--- config.mk ---
export PLATFORM = sky130hd
export DESIGN_NAME = switch_merge
export DESIGN_NICKNAME = d
export VERILOG_FILES = /design/src/rtl/switch_pkg.sv /design/src/rtl/merge_fifo.sv /design/src/rtl/switch_merge.sv
export SDC_FILE = /design/constraint.sdc
export NUM_CORES = 1
export LEC_CHECK = 0
export CAP_MARGIN = 20
export CORE_MARGIN = 2
export CORE_UTILIZATION = 40
export DETAILED_ROUTE_END_ITERATION = 8
export GPL_ROUTABILITY_DRIVEN = 0
export SETUP_SLACK_MARGIN = 0.05
export SKIP_LAST_GASP = 1
export SLEW_MARGIN = 10
export SYNTH_ARGS = -nofsm -noshare
export SYNTH_HDL_FRONTEND = slang
export SYNTH_SLANG_ARGS = --single-unit
--- constraint.sdc ---
create_clock -name clk -period 4.8 [get_ports clk]
set_clock_uncertainty 0.2 [all_clocks]
set_input_delay 0.96 -clock clk [delete_from_list [all_inputs] [get_ports clk]]
set_output_delay 0.96 -clock clk [all_outputs]
set_load 0.05 [all_outputs]
--- src/rtl/switch_pkg.sv ---
// switch_pkg: shared types for the address-split switch return path
package switch_pkg;
   localparam int ADDR_W = 8;
   localparam int DATA_W = 16;
   typedef enum logic {SRC_A = 1'b0, SRC_B = 1'b1} src_t;
   typedef struct packed {
      logic [ADDR_W-1:0] addr;
      logic [DATA_W-1:0] data;
   } entry_t;
   function automatic src_t other(input src_t s);
      return (s == SRC_A) ? SRC_B : SRC_A;
   endfunction
endpackage

--- src/rtl/merge_fifo.sv ---
// merge_fifo: synchronous FIFO with count-based full/empty and free-running wrap pointers
module merge_fifo #(
   parameter int WIDTH = 24,
   parameter int DEPTH = 4
) (
   input  logic                         clk,
   input  logic                         rstn,
   input  logic                         push,
   input  logic [WIDTH-1:0]             din,
   input  logic                         pop,
   output logic [WIDTH-1:0]             head,
   output logic [$clog2(DEPTH+1)-1:0]   count,
   output logic                         full,
   output logic                         empty
);
   localparam int AW = $clog2(DEPTH);
   localparam int CW = $clog2(DEPTH+1);
   logic [WIDTH-1:0] mem [DEPTH];
   logic [AW-1:0] wp, rp;
   logic do_push, do_pop;
   assign full    = count == CW'(DEPTH);
   assign empty   = count == '0;
   assign head    = mem[rp];
   assign do_push = push && !full;
   assign do_pop  = pop && !empty;
   always_ff @(posedge clk) begin
      if (!rstn) begin
         wp    <= '0;
         rp    <= '0;
         count <= '0;
      end else begin
         if (do_push) wp <= wp + 1'b1;
         if (do_pop) rp <= rp + 1'b1;
         count <= count + CW'(do_push) - CW'(do_pop);
      end
   end
   always_ff @(posedge clk)
      if (do_push) mem[wp] <= din;
endmodule

--- src/rtl/switch_merge.sv ---
// switch_merge: two-port FIFO-buffered round-robin merge onto one registered output stream
module switch_merge
   import switch_pkg::*;
#(
   parameter int ADDR_WIDTH = 8,
   parameter int DATA_WIDTH = 16,
   parameter int FIFO_DEPTH = 4
) (
   input  logic                  clk,
   input  logic                  rstn,
   input  logic                  vld_a,
   input  logic [ADDR_WIDTH-1:0] addr_a,
   input  logic [DATA_WIDTH-1:0] data_a,
   output logic                  rdy_a,
   input  logic                  vld_b,
   input  logic [ADDR_WIDTH-1:0] addr_b,
   input  logic [DATA_WIDTH-1:0] data_b,
   output logic                  rdy_b,
   output logic                  vld,
   output logic [ADDR_WIDTH-1:0] addr,
   output logic [DATA_WIDTH-1:0] data,
   output logic                  src,
   input  logic                  rdy
);
   localparam int W  = ADDR_WIDTH + DATA_WIDTH;
   localparam int CW = $clog2(FIFO_DEPTH+1);
   logic [W-1:0] head_a, head_b;
   logic [CW-1:0] count_a, count_b;
   logic full_a, full_b, empty_a, empty_b;
   logic free, grant_a, grant_b;
   src_t prio;
   merge_fifo #(.WIDTH(W), .DEPTH(FIFO_DEPTH)) u_fifo_a (
      .clk(clk), .rstn(rstn), .push(vld_a && rdy_a), .din({addr_a, data_a}), .pop(grant_a),
      .head(head_a), .count(count_a), .full(full_a), .empty(empty_a)
   );
   merge_fifo #(.WIDTH(W), .DEPTH(FIFO_DEPTH)) u_fifo_b (
      .clk(clk), .rstn(rstn), .push(vld_b && rdy_b), .din({addr_b, data_b}), .pop(grant_b),
      .head(head_b), .count(count_b), .full(full_b), .empty(empty_b)
   );
   // ready tracks registered fullness only, so a full FIFO stalls a cycle even while draining
   assign rdy_a   = rstn && !full_a;
   assign rdy_b   = rstn && !full_b;
   assign free    = !vld || rdy;
   assign grant_a = free && !empty_a && (empty_b || prio == SRC_A);
   assign grant_b = free && !empty_b && (empty_a || prio == SRC_B);
   always_ff @(posedge clk) begin
      if (!rstn) begin
         vld  <= 1'b0;
         addr <= '0;
         data <= '0;
         src  <= SRC_A;
         prio <= SRC_A;
      end else if (free) begin
         vld <= grant_a || grant_b;
         if (grant_a || grant_b) begin
            {addr, data} <= grant_a ? head_a : head_b;
            src          <= grant_a ? SRC_A : SRC_B;
            prio         <= other(grant_a ? SRC_A : SRC_B);
         end
      end
   end
   a_count_bound: assert property (@(posedge clk) count_a <= CW'(FIFO_DEPTH) && count_b <= CW'(FIFO_DEPTH));
endmodule
Yosys cells after proc, flatten, opt, wreduce, memory -nomap -nowiden
Memory sizes are Yosys's and may differ from the RTL's. A register that Yosys moved wholly into a read port is not among the register bits.
Index checks and enable logic that the tools add are counted.
- flip-flop bits (word level): 41
- memory bits (writable): 192
- input bits: 53
- output and inout port bits: 28
- word-level logic and storage cells: 59
- memories: 2
- add/subtract/negate cells: 8
- equality and inequality tests: 2
- mux-type cells: 11
- bitwise operators: 1
- reduce and logical (&&, ||, !) cells: 24
- memories (memory ; depth ; width ; read ports ; clocked after memory_dff ; wr ports ; RTL line ; text):
    u_fifo_a.mem ; 4 ; 24 ; 1 ; 1 ; 1 ; merge_fifo.sv:18 ; logic [WIDTH-1:0] mem [DEPTH];
    u_fifo_b.mem ; 4 ; 24 ; 1 ; 1 ; 1 ; merge_fifo.sv:18 ;
- operator list (operator ; number):
    2-to-1 mux 24 bit ; 1
    logical AND 1 bit ; 12
    adder 2 x 1 -> 2 bit (second input constant) ; 4
    2-to-1 mux 2 bit ; 4
    adder 3 x 1 -> 3 bit ; 2
    == test 3 bit (second input constant) ; 2
    logical NOT 3 bit ; 2
    2-to-1 mux 1 bit ; 6
    subtractor 3 x 1 -> 3 bit ; 2
    logical NOT 1 bit ; 5
    logical OR 1 bit ; 4
    AND reduction 2 bit ; 1
    inverter 1 bit ; 1

Longest topological paths before layout
Gate-level depths: netlist (run 1).
- depth in word-level cells: 7
- gate-level depth with buffers: 13

Cells and area by module
A second synthesis (run 1) with hierarchy kept.
- cells, all modules: 520
- area total of the unflattened synthesis: 9451.6 µm²
- by module, submodules not included (module ; instances ; cells an instance ; area each (µm²) ; sequential area each (µm²)):
    merge_fifo (u_fifo_a) ; 1 ; 177 ; 3988.8 ; 3062.9
    merge_fifo (u_fifo_b) ; 1 ; 176 ; 3985.1 ; 3062.9
    switch_merge ; 1 ; 167 ; 1477.7 ; 540.5

Worst setup path after synthesis (run 1)
Ideal clock, no wire load.
- path type: input to register
- start: in rdy
- end: reg u_fifo_a.count[2]
- data arrival time: 2.828 ns
- required time: 4.485 ns
- setup slack: 1.657 ns
- cell stages on the path: 13
- path buffers: 2
- path through: nand2b_1 -> nand3_2 -> buf_12 -> buf_8 -> inv_2 -> ha_1 -> inv_1 -> ha_1 -> inv_1 -> fa_1 -> xnor2_1 -> xnor2_1 -> and2_1
- cells in the longest elaborated chain, start to end: 5
- ends and longest elaborated chain (item ; RTL line ; text):
    start, declared ; switch_merge.sv:23 ; input logic rdy
    logical OR 1 bit ; switch_merge.sv:43 ; assign free = !vld || rdy;
    logical AND 1 bit (2 in series) ; switch_merge.sv:44 ; assign grant_a = free && !empty_a && (empty_b || prio == SRC_A);
    logical AND 1 bit ; merge_fifo.sv:25 ; assign do_pop = pop && !empty;
    named net u_fifo_a.do_pop ; merge_fifo.sv:20 ; logic do_push, do_pop;
    subtractor 3 x 1 -> 3 bit ; merge_fifo.sv:34 ; count <= count + CW'(do_push) - CW'(do_pop);
    end signal, assigned ; merge_fifo.sv:34 ;
    end, declared ; merge_fifo.sv:12 ; output logic [$clog2(DEPTH+1)-1:0] count,
The timed path passes the listed nets, and every way through them passes these cells.
A chain may end at the register's enable or synchronous reset.

Worst setup path after layout (run 1)
- start: in rstn
- end: out rdy_a
- cells in the longest elaborated chain, start to end: 1
- ends and longest elaborated chain (item ; RTL line ; text):
    start, declared ; switch_merge.sv:10 ; input logic rstn,
    logical AND 1 bit ; switch_merge.sv:41 ; assign rdy_a = rstn && !full_a;
    end, declared ; switch_merge.sv:14 ; output logic rdy_a,
No other way between the ends.

==> parameters.txt, run 1 <==
Parameter                              Value

Synth
  Mapped Nets ... 533
  Number of distinct standard cells referenced by the synthesized netlist ... 37
  Synthesized instance count ... 466
  Synth Area in Compound Gates ... 3.89%
  Flops & latches, synth ... 237
  Fraction of synthesized area in multiplexers ... 14.6%
  Post-synthesis xor/xnor area fraction ... 0.970%
  Simple logic cell fraction of the synthesized area ... 2.23%
  Synthesized cell area ... 0.00903 mm2
  Avg Synthesized Cell Area ... 19.4 um2
  Count of yosys warnings during synthesis ... 0
  Adder and majority cell fraction of the synthesized area ... 2.11%
  Main combinational cell family by area after synthesis ... multiplexers
  Register area share after synthesis ... 73.8%

Timing
  Worst-case headroom to the max-slew limit ... 34.7%
  Top achievable clock speed ... 281 MHz
  Final worst-path cycle share ... 74.2%
  Setup violators final ... 0
  Final TNS setup ... 0 ps
  Final hold viol count ... 0
  Shortest period the worst path allows ... 3560 ps
  Worst Max-Slew Pin Slew ... 979 ps
  Setup repair after global routing missed its margin ... false
  Pins Over Slew Limit ... 0

Place
  Number of input and output port buffers inserted ... 80
  HPWL Detailed ... 11300 um

Power and ir drop
  Max rail drop VDD ... 0.294 mV
  Final Total Pwr ... 6170 uW
  P_leak ... 0.00369 uW
  Cell Pwr Density ... 561 mW/mm2

Detailed routing
  Average detailed-routed wire length per instance ... 21.0 um
  Total via count after detailed routing ... 4434
  Pre-antenna DRT Iters ... 4
  Vias per std cell ... 5.14
  Number of violations reported at the end of detailed-routing iteration 0 ... 258
  Antenna violation net count after detailed routing ... 0
  Total wire length after detailed routing ... 18100 um
  Drc violations ... 0

Critical path
  Highest fanout seen on the critical path ... 32
  Arrival time of data at the critical path endpoint ... 2400 ps
  Worst setup SP type ... input port
  Required time at the worst-slack endpoint ... 3640 ps
  Worst Setup Path Type ... in -> out
  Kind of capture point of the worst setup path ... output port

Floorplan
  Die outline area ... 0.0238 mm2
  CORE AREA ... 0.0220 mm2
  Initial Utilization ... 41.0%
  Ports placed on the boundary ... 81
  Rows ... 54
  Die height ... 154 um
  Die outline width ... 154 um

Min path
  Class of the tightest hold or removal check ... reg -> reg

Finish
  Ratio of cells with drive above 1 in the final layout ... 18.4%
  Number of nets at the end of the flow ... 630
  Layout-stage area growth over the synthesis result ... 21.8%
  Total inserted antenna cells ... 0
  Filler Cells Inserted ... 1816

Global routing
  Via count of the first global-routing pass ... 4651
  Total congestion overflow after global routing ... 0
  Largest net degree at the start of global routing ... 36
  Global-route wire length before repair ... 27700 um
  Total global-route track usage ... 15.6%
  Number of antenna violations at the first check in global routing ... 0

CTS
  Clock Latency Late Sink ... 520 ps
  CTS tree ... yes
  H-tree depth ... 1
  Clock-pin slew of the registers on the worst-case setup and hold paths ... 60 ps
  Total number of clock tree sinks ... 237
  Post-CTS resize count ... 0
  Clock buffer count from CTS ... 26
  Hold-fix buffers, CTS ... 0
  Setup bufs post-CTS ... 0
  CTS Root Buffer Type ... clkbuf_16
  Maximum buffer depth of the clock tree ... 3

Flow run
  Number of max-capacitance violations reported ... 0

Outcome
  Result of the run ... finished clean
-- Yosys cell counts --
| cell | instances | area, um2 |
|---|---|---|
| or3_1 | 1 | 6.26 |
| edfxtp_1 | 192 | 5770 |
| nand2_1 | 5 | 18.8 |
| nand2b_1 | 1 | 6.26 |
| mux4_2 | 48 | 1080 |
| buf_1 | 1 | 3.75 |
| ha_1 | 12 | 150 |
| nand4_1 | 1 | 6.26 |
| clkbuf_1 | 11 | 41.3 |
| a21boi_1 | 1 | 7.51 |
| clkbuf_2 | 1 | 5.00 |
| nand3_2 | 1 | 10.0 |
| or3_4 | 1 | 11.3 |
| o31a_1 | 2 | 17.5 |
| xnor2_1 | 10 | 87.6 |
| o2111ai_1 | 1 | 8.76 |
| dfxtp_1 | 45 | 901 |
| buf_6 | 1 | 11.3 |
| o311a_1 | 2 | 20.0 |
| o21ai_0 | 20 | 100 |
| buf_8 | 1 | 15.0 |
| o21ai_1 | 7 | 35.0 |
| a21oi_1 | 24 | 120 |
| buf_12 | 2 | 40.0 |
| a21boi_0 | 1 | 7.51 |
| fa_1 | 2 | 40.0 |
| and2_1 | 18 | 113 |
| o211a_1 | 2 | 20.0 |
| nor2b_1 | 4 | 25.0 |
| buf_4 | 3 | 22.5 |
| inv_2 | 1 | 3.75 |
| nor3_1 | 1 | 5.00 |
| mux2i_1 | 24 | 240 |
| inv_1 | 12 | 45.0 |
| buf_2 | 5 | 25.0 |
| o31ai_1 | 1 | 7.51 |
| o21a_1 | 1 | 7.51 |
-- sequential cells by signal (all words and copies together), names as in the netlist, named ones only --
signal,flops
u_fifo_a.wp,2
u_fifo_a.count,3
u_fifo_b.mem,96
src,1
vld,1
u_fifo_b.count,3
u_fifo_a.rp,2
u_fifo_b.rp,2
prio,1
u_fifo_a.mem,96
addr,8
u_fifo_b.wp,2
data,16
-- final cells by class --
type                    count  area (um2)  area share, %
flip-flops and latches    237        6670           60.6
multi-input cells         191        2150           19.6
repair buffers             94         963           8.76
clock buffers              41         767           6.97
well taps                 280         350           3.18
clock inverters             7        50.0          0.455
inverters                  13        48.8          0.444
-- per-layer routing --
metal  track usage [%]  up-vias  wire [um]
li1                  -     2047          -
met1              20.9     2253       7880
met2              27.0      112       9130
met5                 0        -          0
met4              3.44        0        267
met3              2.55       22        838
-- stage by stage --
stage | instance area (um2) | cells | hold WS [ps] | worst slack (ps) | util (%)
2_1_floorplan | 9030 | 466 | 262 | 1660 | -
3_3_place_gp | 10200 | 815 | 288 | 1240 | 46.2
3_5_place_dp | 10200 | 815 | 290 | 1220 | 46.2
4_1_cts | 11000 | 863 | 302 | 1210 | 49.9
5_1_grt | 11000 | 863 | 327 | 1110 | 49.9
6_report | 11000 | 863 | 304 | 1240 | 49.9
-- worst paths after layout --
path / start / end / slack (ps) / cells past startpoint
setup / recovery: rstn / rdy_a / 1240 / 5
hold / removal: prio / prio / 300 / 2
setup reg to reg: u_fifo_b.count[1] / u_fifo_b.count[2] / 2200 / 10
hold reg to reg: prio / prio / 300 / 2
-- report_power, final --
group          switching (uW)  internal (uW)  total, uW
clock                     761           1100       1860
combinational             943            739       1680
sequential                186           2450       2630
total                    1890           4280       6170
-- logic make-up (layout without fill, tap and decap cells) --
logic type	after synthesis	after routing
xor+xnor	10	10
flops	237	237
buf+inv	38	155
mux	72	72
fa+ha+maj	14	14
compound gates	62	62
simple gates	33	33
-- layout by cell type (no fill, tap or decap), types with 6 or more instances in the layout --
master	count
xnor2_1	10
clkdlybuf4s50_1	78
and2_1	18
buf_4	11
clkbuf_8	6
ha_1	12
mux4_2	48
clkbuf_1	9
mux2i_1	24
inv_1	12
dfxtp_1	43
edfxtp_1	192
a21oi_1	24
o21ai_0	20
o21ai_1	7
clkbuf_16	26
-- critical path: stages --
cell,delay [ps]
clkdlybuf4s50_1,450
buf_4,290
buf_4,310
o31a_1,230
buf_12,150
Power figures use the tool's default switching activity.
==> run 2: changes to the inputs <==
==> constraint.sdc (replaced) <==
create_clock -name clk -period 3.3 [get_ports clk]
set_clock_uncertainty 0.2 [all_clocks]
set_input_delay 0.66 -clock clk [delete_from_list [all_inputs] [get_ports clk]]
set_output_delay 0.66 -clock clk [all_outputs]
set_load 0.05 [all_outputs]
==> run 2 against run 1 <==
Against the previous run:
- global-route usage fell by 0.41 points
- total power rose by 51%
- critical path depth rose by 5
- largest cell class unchanged
- clock power rose by 59%
- critical path type is now reg -> reg
- highest routed layer unchanged
- routed wire length fell by 1.6%
==> parameters.txt, run 2 (synthesis results as in run 1) <==
Parameter                              Value

Finish
  Commonest non-fill, non-tap cell in the layout ... edfxtp_1
  Total inserted antenna cells ... 0
  Ratio of cells with drive above 1 in the final layout ... 20.5%
  Layout-stage area growth over the synthesis result ... 23.5%
  Leading cell types in the layout, fill and taps excluded ... edfxtp_1, clkdlybuf4s50_1, mux4_2
  Largest registers ... u_fifo_a.mem: 96 flops, u_fifo_b.mem: 96 flops, data: 16 flops
  Non-filler cells in the finished layout ... 876
  Number of nets at the end of the flow ... 643

Critical path
  Stage delay of the slowest cell on the critical path ... 450 ps
  Highest fanout seen on the critical path ... 6
  Worst Setup Path Type ... reg -> reg
  Worst setup SP type ... flop
  Arrival time of data at the critical path endpoint ... 2820 ps
  List of cells traversed by the critical path ... or3_1 -> o211a_1 -> ha_1 -> inv_1 -> ha_1 -> inv_1 -> fa_1 -> xnor2_1 -> xnor2_1 -> and2_1
  Slowest-stage cell, CP ... or3_1
  Required time at the worst-slack endpoint ... 3510 ps
  Cells on worst reg2reg path ... 10
  Kind of capture point of the worst setup path ... flop

Global routing
  Via count of the first global-routing pass ... 4798
  GR Util met3 ... 2.47%
  Largest net degree at the start of global routing ... 44
  GRT met1 Usage ... 20.2%
  Global-route wire length before repair ... 27600 um
  Most Used Layer, Global Route ... met2
  Total global-route track usage ... 15.2%
  Met2 GRT Util ... 26.4%
  Number of antenna violations at the first check in global routing ... 0
  Total congestion overflow after global routing ... 0

Timing
  Setup violators final ... 0
  Worst Max-Slew Pin Slew ... 605 ps
  Final hold viol count ... 0
  Worst-case headroom to the max-slew limit ... 59.6%
  Final worst-path cycle share ... 79.1%
  Top achievable clock speed ... 383 MHz
  Shortest period the worst path allows ... 2610 ps
  Final TNS setup ... 0 ps
  Setup repair after global routing missed its margin ... false
  Pins Over Slew Limit ... 0

Min path
  Worst Hold Path Cells ... 1
  Class of the tightest hold or removal check ... reg -> reg

Flow run
  Number of max-capacitance violations reported ... 0

Detailed routing
  Pre-antenna DRT Iters ... 4
  Drc violations ... 0
  Total wire length after detailed routing ... 17800 um
  Number of violations reported at the end of detailed-routing iteration 0 ... 333
  Total via count after detailed routing ... 4545
  Average detailed-routed wire length per instance ... 20.4 um
  Antenna violation net count after detailed routing ... 0
  Vias per std cell ... 5.19

Place
  HPWL Detailed ... 11200 um
  Total instance count after detailed placement ... 828
  Number of input and output port buffers inserted ... 80

Outcome
  Result of the run ... finished clean

Floorplan
  CORE AREA ... 0.0220 mm2
  Die height ... 154 um
  Ports placed on the boundary ... 81
  Rows ... 54
  Initial Utilization ... 41.0%
  Die outline width ... 154 um
  Die outline area ... 0.0238 mm2

CTS
  Maximum buffer depth of the clock tree ... 3
  Post-CTS resize count ... 0
  CTS Root Buffer Type ... clkbuf_16
  Clock buffer count from CTS ... 26
  H-tree depth ... 1
  Setup bufs post-CTS ... 0
  Clock-pin slew of the registers on the worst-case setup and hold paths ... 60 ps
  CTS tree ... yes
  Clock Latency Late Sink ... 520 ps
  Total number of clock tree sinks ... 237
  Hold-fix buffers, CTS ... 0

Power and ir drop
  Final Total Pwr ... 9300 uW
  Max rail drop VDD ... 0.444 mV
  Cell Pwr Density ... 834 mW/mm2
  P_leak ... 0.00379 uW
==> run 2: cell types whose count changed in the layout (fill, tap and decap cells not counted), sizes merged <==
| cell | previous run | this run |
|---|---|---|
| bufinv | 0 | 5 |
| buf | 16 | 29 |
| clkinv | 6 | 9 |
| clkbuf | 41 | 31 |
| clkinvlp | 0 | 2 |
==> run 2: cell type report <==
| cell class | count | area (um2) |
|---|---|---|
| Clock buffer | 31 | 669 |
| Clock inverter | 17 | 228 |
| Fill cell | 1804 | 10900 |
| Inverter | 13 | 48.8 |
| Multi-Input combinational cell | 191 | 2150 |
| Sequential cell | 237 | 6670 |
| Tap cell | 280 | 350 |
| Timing Repair Buffer | 107 | 1040 |
==> run 2: path summary, 6_finish.rpt <==
| check | to | slack [ps] | from |
|---|---|---|---|
| worst min register to register | src | 300 | src |
| worst min-delay path | src | 300 | src |
| worst max-delay path | u_fifo_b.count[2] | 690 | u_fifo_b.count[1] |
| worst max register to register | u_fifo_b.count[2] | 690 | u_fifo_b.count[1] |
==> run 2: metrics by stage <==
step                worst slack (ps)  area, um2  hold slack (ps)  utilization, %
floorplan                        457       9030              262               -
global placement                 264      10300              282            46.6
detailed placement               225      10300              286            46.6
CTS                              687      11200              294            50.6
global route                     501      11200              313            50.6
finish                           691      11200              297            50.6
==> run 2: critical path: cells and delay by family, from the launching register on <==
family | cells | cell delay, ps
AO/OA/AOI/OAI | 1 | 180
AND/OR/NAND/NOR | 2 | 600
buffers and inverters | 2 | 100
flip-flops | 1 | 370
XOR/XNOR | 2 | 270
adder cells (fa/ha/maj) | 3 | 770
==> run 2: per-layer routing <==
layer | routed length, um | part of all wire (%)
met3 | 1050 | 5.9
met5 | 0 | 0
met2 | 8870 | 50
met1 | 7690 | 43
met4 | 223 | 1.3
==> run 2: power by group <==
part | internal, uW | switching, uW
combinational | 1120 | 1450
sequential | 3560 | 209
clock | 1850 | 1120
==> run 3: changes to the inputs <==
==> constraint.sdc (replaced) <==
create_clock -name clk -period 2.7 [get_ports clk]
set_clock_uncertainty 0.2 [all_clocks]
set_input_delay 0.54 -clock clk [delete_from_list [all_inputs] [get_ports clk]]
set_output_delay 0.54 -clock clk [all_outputs]
set_load 0.05 [all_outputs]
==> run 3 against run 2 <==
Against the previous run:
- flip-flop and latch count did not move
- routed wire length rose by 2.1%
- worst setup slack got worse by 560 ps
- design area barely moved
- core utilization barely moved
- sequential power rose by 21%
- global-route usage rose by 0.29 points
- sequential share of layout area rose by 0.056 points
- critical path depth did not move
- first-iteration DRC count fell by 33%
- register-to-register slack got worse by 560 ps
==> parameters.txt, run 3 (synthesis results as in run 1) <==
Parameter                              Value

Outcome
  Result of the run ... finished clean

Critical path
  End of the critical path ... u_fifo_b.count[2]
  Stage delay of the slowest cell on the critical path ... 420 ps
  Critical path buffer and inverter count ... 2
  Required time at the worst-slack endpoint ... 2900 ps
  Reg-to-reg endpoint ... u_fifo_b.count[2]
  Highest fanout seen on the critical path ... 5
  Worst Setup Path Type ... reg -> reg
  Arrival time of data at the critical path endpoint ... 2770 ps
  Family with the most delay on the worst path ... adder cells
  Worst reg2reg startpoint ... u_fifo_b.count[1]
  Kind of capture point of the worst setup path ... flop
  Launch point of the worst path ... u_fifo_b.count[1]
  Worst-case register-to-register setup slack ... 130 ps
  Cells on worst reg2reg path ... 10
  Slowest-stage cell, CP ... or3_4
  List of cells traversed by the critical path ... or3_4 -> o211a_1 -> ha_1 -> inv_1 -> ha_1 -> inv_1 -> fa_1 -> xnor2_2 -> xnor2_1 -> and2_1
  Worst setup SP type ... flop
  Stages on worst setup path ... 10

Detailed routing
  Vias per std cell ... 5.18
  Drc violations ... 0
  Average detailed-routed wire length per instance ... 20.9 um
  Number of violations reported at the end of detailed-routing iteration 0 ... 222
  Total via count after detailed routing ... 4513
  Antenna violation net count after detailed routing ... 0
  Total wire length after detailed routing ... 18200 um
  Pre-antenna DRT Iters ... 4

Timing
  Setup violators final ... 0
  Pins Over Slew Limit ... 0
  Final TNS setup ... 0 ps
  Final worst-path cycle share ... 95.2%
  Worst-case headroom to the max-slew limit ... 63.0%
  Final hold viol count ... 0
  Top achievable clock speed ... 389 MHz
  Shortest period the worst path allows ... 2570 ps
  Setup repair after global routing missed its margin ... false
  Min Hold Slack ... 307 ps
  Worst Max-Slew Pin Slew ... 555 ps

Global routing
  Total global-route track usage ... 15.4%
  Via count of the first global-routing pass ... 4874
  Global-route wire length before repair ... 27900 um
  Total congestion overflow after global routing ... 0
  Largest net degree at the start of global routing ... 50
  Number of antenna violations at the first check in global routing ... 0

Power and ir drop
  Internal power summed over all cells ... 7790 uW
  Flop pwr share ... 40.9%
  P_leak ... 0.00376 uW
  Cell Pwr Density ... 1000 mW/mm2
  Part of the total power dissipated in combinational logic ... 29.2%
  Switching power share of the total ... 30.1%
  Max rail drop VDD ... 0.547 mV
  Net load switching power ... 3360 uW
  Relative contribution of the clock network to total power ... 29.9%

CTS
  H-tree depth ... 1
  Clock buffer count from CTS ... 25
  Maximum buffer depth of the clock tree ... 3
  Clock Latency Late Sink ... 500 ps
  CTS tree ... yes
  Clock-pin slew of the registers on the worst-case setup and hold paths ... 60 ps
  Total number of clock tree sinks ... 237
  CTS Root Buffer Type ... clkbuf_16

Floorplan
  Ports placed on the boundary ... 81
  Die height ... 154 um
  CORE AREA ... 0.0220 mm2
  Die outline width ... 154 um
  Die outline area ... 0.0238 mm2
  Rows ... 54
  Initial Utilization ... 41.0%

Finish
  Commonest non-fill, non-tap cell in the layout ... edfxtp_1
  Filler Cells Inserted ... 1781
  Largest registers ... u_fifo_a.mem: 96 flops, u_fifo_b.mem: 96 flops, data: 16 flops
  Number of nets at the end of the flow ... 642
  Share of the core filled with cells in the final layout ... 50.6%
  Leading cell types in the layout, fill and taps excluded ... edfxtp_1, clkdlybuf4s50_1, mux4_2
  Total inserted antenna cells ... 0
  Ratio of cells with drive above 1 in the final layout ... 20.9%
  Layout-stage area growth over the synthesis result ... 23.4%

Min path
  Class of the tightest hold or removal check ... reg -> reg

Flow run
  Number of max-capacitance violations reported ... 0

Place
  HPWL Detailed ... 11300 um
  Number of input and output port buffers inserted ... 80
[run 3: changes by cell type in the layout (fill, tap and decap cells not counted), moves of 2 or more]
cell       previous run  this run
dfxtp_1              43        41
buf_12                3         8
bufinv_16             5         3
dfxtp_2               2         4
clkbuf_1              5         7
clkinv_1              4         2
buf_4                26        21
[run 3: layout make-up]
class	count	area [um2]	share of cell area (%)
clock buffer	33	666	5.97
clock inverter	11	135	1.21
inverter	13	48.8	0.438
multi-input combinational	191	2180	19.5
sequential	237	6670	59.8
tap	280	350	3.14
timing repair buffer	107	1100	9.85
[run 3: per-layer routing]
| metal | track usage, % | share of wire (%) |
|---|---|---|
| met4 | 3.70 | 1.4 |
| met1 | 20.2 | 43 |
| met3 | 2.80 | 5.6 |
| met2 | 27.0 | 50 |
| met5 | 0 | 0 |
[run 3: repair_timing]
item                                    4_1_cts  5_1_grt
resized for setup                             0        3
hold buffers                                  0        0
endpoints found under the setup margin        0        2
setup buffers                                 0        0
[run 3: through the flow]
| step | total power (uW) | std cells | setup WS, ps | instance area [um2] |
|---|---|---|---|---|
| after floorplan | 6980 | 466 | 50.0 | 9040 |
| after global placement | 7850 | 828 | -123 | 10300 |
| after detailed placement | 7920 | 828 | -190 | 10300 |
| after CTS | 11300 | 872 | 120 | 11100 |
| after global routing | 11700 | 872 | 38.0 | 11100 |
| final | 11200 | 872 | 129 | 11100 |
[run 3: how the worst min path moves through the flow]
stage                    from              to  cells after the start
2_1_floorplan            prio            prio                      2
3_3_place_gp   u_fifo_b.wp[1]  u_fifo_b.wp[1]                      2
3_5_place_dp              src             src                      1
4_1_cts                   src             src                      1
5_1_grt                  prio            prio                      2
6_report                  src             src                      1
[run 3: worst register-to-register path, cell delays in order (launching register included)]
cell	delay [ps]
dfxtp_1	360
or3_4	420
o211a_1	150
ha_1	270
inv_1	60
ha_1	130
inv_1	50
fa_1	410
xnor2_2	160
xnor2_1	120
and2_1	140
[run 3: power by group through the flow]
stage	combinational [uW]	clock, uW	sequential [uW]
final	3250	3340	4570
after global routing	3510	3560	4610
after CTS	3290	3410	4560
after detailed placement	3280	0	4640
after global placement	3230	0	4620
after floorplan	1860	0	5110
